===== src/rtl/serial_add_seq.sv =====
// Bit-serial adder sequencer: adds two WIDTH-bit operands LSB-first through one
// full-add stage (two half-adder cells plus a carry flop), one bit per enabled cycle.
module serial_add_seq #(
  parameter int WIDTH = 8
) (
  input  logic             clk,
  input  logic             rst_n,
  input  logic             ena,
  input  logic             start,
  input  logic [WIDTH-1:0] a,
  input  logic [WIDTH-1:0] b,
  output logic             busy,
  output logic             done,
  output logic [WIDTH-1:0] sum,
  output logic             cout
);

  localparam int CNT_W = $clog2(WIDTH);
  localparam logic [CNT_W-1:0] LAST_BIT = CNT_W'(WIDTH - 1);

  typedef enum logic [1:0] {
    IDLE = 2'd0,
    RUN  = 2'd1,
    DONE = 2'd2
  } state_t;

  state_t           state;
  logic [WIDTH-1:0] sa;
  logic [WIDTH-1:0] sb;
  logic [WIDTH-1:0] ss;
  logic             carry;
  logic [CNT_W-1:0] cnt;

  // Full add of the current LSBs built from two half-adder cells.
  logic ha0_s, ha0_c, ha1_c;
  logic bit_s, bit_c;

  assign ha0_s = sa[0] ^ sb[0];
  assign ha0_c = sa[0] & sb[0];
  assign bit_s = ha0_s ^ carry;
  assign ha1_c = ha0_s & carry;
  assign bit_c = ha0_c | ha1_c;

  // Handshake: start is only looked at in IDLE on an enabled edge; busy marks
  // RUN and done is a one-state strobe, so the two are never high together.
  always_ff @(posedge clk or negedge rst_n) begin
    if (!rst_n) begin
      state <= IDLE;
      busy  <= 1'b0;
      done  <= 1'b0;
      sa    <= '0;
      sb    <= '0;
      ss    <= '0;
      carry <= 1'b0;
      cnt   <= '0;
      sum   <= '0;
      cout  <= 1'b0;
    end else if (ena) begin
      case (state)
        IDLE: begin
          if (start) begin
            state <= RUN;
            busy  <= 1'b1;
            done  <= 1'b0;
            sa    <= a;
            sb    <= b;
            carry <= 1'b0;
            cnt   <= '0;
          end
        end
        RUN: begin
          sa    <= {1'b0, sa[WIDTH-1:1]};
          sb    <= {1'b0, sb[WIDTH-1:1]};
          ss    <= {bit_s, ss[WIDTH-1:1]};
          carry <= bit_c;
          cnt   <= cnt + 1'b1;
          if (cnt == LAST_BIT) begin
            // Result is published only here, so sum/cout never show partials.
            state <= DONE;
            busy  <= 1'b0;
            done  <= 1'b1;
            sum   <= {bit_s, ss[WIDTH-1:1]};
            cout  <= bit_c;
          end
        end
        DONE: begin
          state <= IDLE;
          busy  <= 1'b0;
          done  <= 1'b0;
        end
        default: begin
          state <= IDLE;
          busy  <= 1'b0;
          done  <= 1'b0;
        end
      endcase
    end
  end

endmodule

===== config.mk =====
export PLATFORM = sky130hd
export DESIGN_NAME = serial_add_seq
export DESIGN_NICKNAME = d
export VERILOG_FILES = /design/src/rtl/serial_add_seq.sv
export SDC_FILE = /design/constraint.sdc
export NUM_CORES = 1
export LEC_CHECK = 0
export ABC_CLOCK_PERIOD_IN_PS = 1800
export BUFFER_PORTS_ARGS = -buffer_cell sky130_fd_sc_hd__buf_2
export CELL_PAD_IN_SITES_DETAIL_PLACEMENT = 1
export CELL_PAD_IN_SITES_GLOBAL_PLACEMENT = 2
export CORE_ASPECT_RATIO = 0.8
export CORE_MARGIN = 1.5
export CORE_UTILIZATION = 28
export CTS_CLUSTER_DIAMETER = 80
export DETAILED_ROUTE_END_ITERATION = 16
export GPL_ROUTABILITY_DRIVEN = 0
export GPL_TIMING_DRIVEN = 0
export PLACE_DENSITY_LB_ADDON = 0.1
export SYNTH_ARGS = -nofsm -noshare
export SYNTH_HDL_FRONTEND = slang
export SYNTH_SLANG_ARGS = --single-unit
export TNS_END_PERCENT = 1

===== constraint.sdc =====
create_clock -name clk -period 1.8 [get_ports clk]
set_input_delay 0.36 -clock clk [delete_from_list [all_inputs] [get_ports clk]]
set_output_delay 0.36 -clock clk [all_outputs]
set_load 0.005 [all_outputs]

==> impl_metrics.py <==
metrics = {
    "run_status": {
        "run_status": "finished clean",
    },
    "critical_path": {
        "cp_data_required_time_ns": 1.97,
        "crit_path_max_fanout": 10,
        "crit_path_end_kind": "flop",
        "critical_path_arrival_ns": 1.67,
        "critical_path.startpoint": "cnt[0]",
        "timing_endpoint_of_the_critical_path": "cout",
        "path_class": "reg -> reg",
        "setup.reg_to_reg.worst_slack_ns": 0.30,
        "worst_reg2reg_path_endpoint": "cout",
        "timing.critical_path.from_type": "flop",
        "worstReg2RegStart": "cnt[0]",
        "worstRegToRegCells": 5,
    },
    "cts": {
        "cts.repair.resized": 0,
        "worst_skew_pair.late_latency_ns": 0.28,
        "tritoncts_num_sinks": 39,
        "cts_buffers": 5,
        "postCtsHoldBufs": 0,
        "clockBufferDepth": 2,
        "cts_post_setup_buffers_inserted": 0,
        "cts_tree": "done",
        "cts.reportedPaths.clkPinSlew_ns": 0.07,
        "cts-root-buf": "clkbuf_8",
        "h-tree-depth": 2,
    },
    "routing": {
        "routed-via-count": 1033,
        "detailedRoute.firstIterationViolations": 12,
        "antenna_violating_nets_post_route": 0,
        "post_route_wl_um": 3538,
        "number_of_detailed_route_iterations_in_the_first_pass": 4,
        "drc_errors": 0,
        "wl_per_cell_um": 14.56,
        "viasPerCell": 4.251,
    },
    "timing": {
        "post_route_setup_slack_ns": 0.2958,
        "setup_repair_after_global_routing_missed_its_margin": "no",
        "finalHoldViolCount": 0,
        "worst_slew_margin_rel": 0.4165,
        "worst_clock_skew_ns": 0.002457,
        "sum_of_negative_setup_slack_ns": 0,
        "whs_ns": 0.1972,
        "setup_violations": 0,
        "fmax_mhz": 664.8,
        "worst_slew_pin_slew_ns": 0.8752,
        "finalWorstPathRequiredPeriod_ns": 1.504,
        "timing_max_transition_violations_final": 0,
        "fin_crit_sh": 0.8357,
    },
    "cells_and_area": {
        "antenna_cells": 0,
        "most_common_cell_after_layout_fill_and_taps_aside": "dfrtp_1",
        "layout.cells.most_common_list": "dfrtp_1 (39), buf_2 (30), mux2_4 (22), mux2_2 (22), inv_1 (7)",
        "layout.nets": 183,
        "final_cell_area_mm2": 0.002175,
        "syn_to_final_growth_pct": 17.43,
        "drive_above_1_share": 0.5597,
    },
    "power": {
        "total_leakage_power_nw": 1.077,
        "power.net_switching_w": 0.001040,
        "power.ir.vdd_worst_mv": 0.4668,
        "sw_frac_of_total": 0.2983,
        "p_clk_frac": 0.152,
        "p_int_w": 0.002447,
        "power_density_mw_per_mm2": 1604,
        "power.share.sequential": 0.438,
        "share_comb_of_total_power": 0.410,
    },
    "logic_synthesis": {
        "synth-simple-area-share": 0.04730,
        "synth_cell_type_count": 22,
        "yosys.area_share.adder": 0.02432,
        "syn_area_cell_um2": 14.93,
        "ys_ff_latch": 39,
        "ys.warnings.count": 0,
        "syn-cell-area_mm2": 0.001852,
        "synthCells": 124,
        "mappedNetlistNets": 147,
        "synth.area.mux_share": 0.3284,
        "synth_compound_area_frac": 0.02770,
        "synth_top_family_by_area": "multiplexers",
        "yosysSeqAreaShare": 0.5270,
        "synth_xor_xnor_area_share": 0,
    },
    "floorplanning": {
        "start_util": 0.2904,
        "placement_rows": 26,
        "design.portCount": 31,
        "die-area_mm2": 0.007114,
        "die_h_um": 75.74,
        "die_width_um": 93.92,
        "design.core.area_mm2": 0.006376,
    },
    "placement": {
        "dpl.hpwl_um": 2452,
        "placement.io_buffers": 29,
        "place_worst_setup_slack_ns": 0.2887,
        "dpl_cell_area_mm2": 0.002102,
    },
    "global_routing": {
        "grt_pass1_vias": 1129,
        "global_route_congestion_overflow_total": 0,
        "wire_length_of_the_first_global_routing_pass_um": 5823,
        "antenna_found_initial": 0,
        "global_route.usage.total": 0.1125,
        "grt_start_max_net_pins": 40,
    },
    "job": {
        "drv.max_cap_violation_count": 0,
    },
    "worst_hold_path": {
        "hp-class": "in -> async",
    },
}
==> cell families after synthesis <==
family | count (synthesis)
mux | 47
flops | 39
simple gates | 14
buf+inv | 13
compound gates | 8
fa+ha+maj | 3
==> power groups by stage <==
stage          Sequential [W]  Clock, W  Combinational [W]
2_1_floorplan         0.00148         0            0.00112
3_3_place_gp          0.00152         0            0.00141
5_1_grt               0.00160  0.000591            0.00158
3_5_place_dp          0.00154         0            0.00145
4_1_cts               0.00153  0.000563            0.00147
6_report              0.00153  0.000530            0.00143
==> cells in the mapped netlist, drive strengths merged <==
| master | number | area, µm² |
|---|---|---|
| buf | 6 | 57.55 |
| dfrtp | 39 | 975.9 |
| fa | 1 | 20.02 |
| ha | 2 | 25.02 |
| inv | 7 | 26.28 |
| mux2 | 44 | 578.1 |
| mux2i | 3 | 30.03 |
| nand2 | 5 | 21.27 |
| nand2b | 2 | 12.51 |
| nand3 | 2 | 15.01 |
| nand4 | 2 | 12.51 |
| nor2 | 1 | 3.750 |
| nor2b | 2 | 22.52 |
| o21a | 1 | 15.01 |
| o21ai | 6 | 30.03 |
| o22ai | 1 | 6.260 |
==> critical path, cell delays in order (launching register included) <==
cell	delay [ns]
dfrtp_1	0.40
ha_1	0.21
ha_1	0.21
nand3_2	0.09
buf_6	0.18
mux2_4	0.31
==> registers in the layout, summed over array words and instances (netlist names) <==
name,count
state,2
sum,8
done,1
cnt,3
carry,1
cout,1
ss,7
sa,8
sb,8
==> layout make-up <==
cell class                 count  area [µm²]
inverter                       7       26.28
buffer                         6       57.56
tap                           84       105.1
sequential                    39       975.9
clock buffer                   6       72.57
multi-input combinational     72       792.0
timing repair buffer          29       145.1
fill                         707        4202
==> per-stage QoR <==
| stage | std cells | utilization | total power (W) |
|---|---|---|---|
| after floorplan | 124 | - | 0.002599 |
| after global placement | 237 | 0.3297 | 0.002931 |
| after detailed placement | 237 | 0.3297 | 0.002997 |
| after CTS | 243 | 0.3411 | 0.003559 |
| after global routing | 243 | 0.3411 | 0.003772 |
| final | 243 | 0.3411 | 0.003487 |
==> metal layers <==
metal,share of wire,track usage,vias to the layer above
met5,0,0,-
met4,0.0085,0.04975,0
met3,0.038,0.03293,2
met2,0.45,0.1691,18
met1,0.50,0.1519,518
li1,-,-,495
==> worst min path at each step <==
stage / start / slack, ns / cells past startpoint / to
4_1_cts: rst_n / 0.23 / 1 / cnt[0]
6_report: rst_n / 0.20 / 1 / sum[2]
3_5_place_dp: cnt[0] / 0.48 / 1 / cnt[0]
2_1_floorplan: rst_n / 0.06 / 0 / carry
5_1_grt: rst_n / 0.26 / 1 / cnt[0]
3_3_place_gp: cnt[0] / 0.46 / 1 / cnt[0]
(Power assumes the default switching activity.)
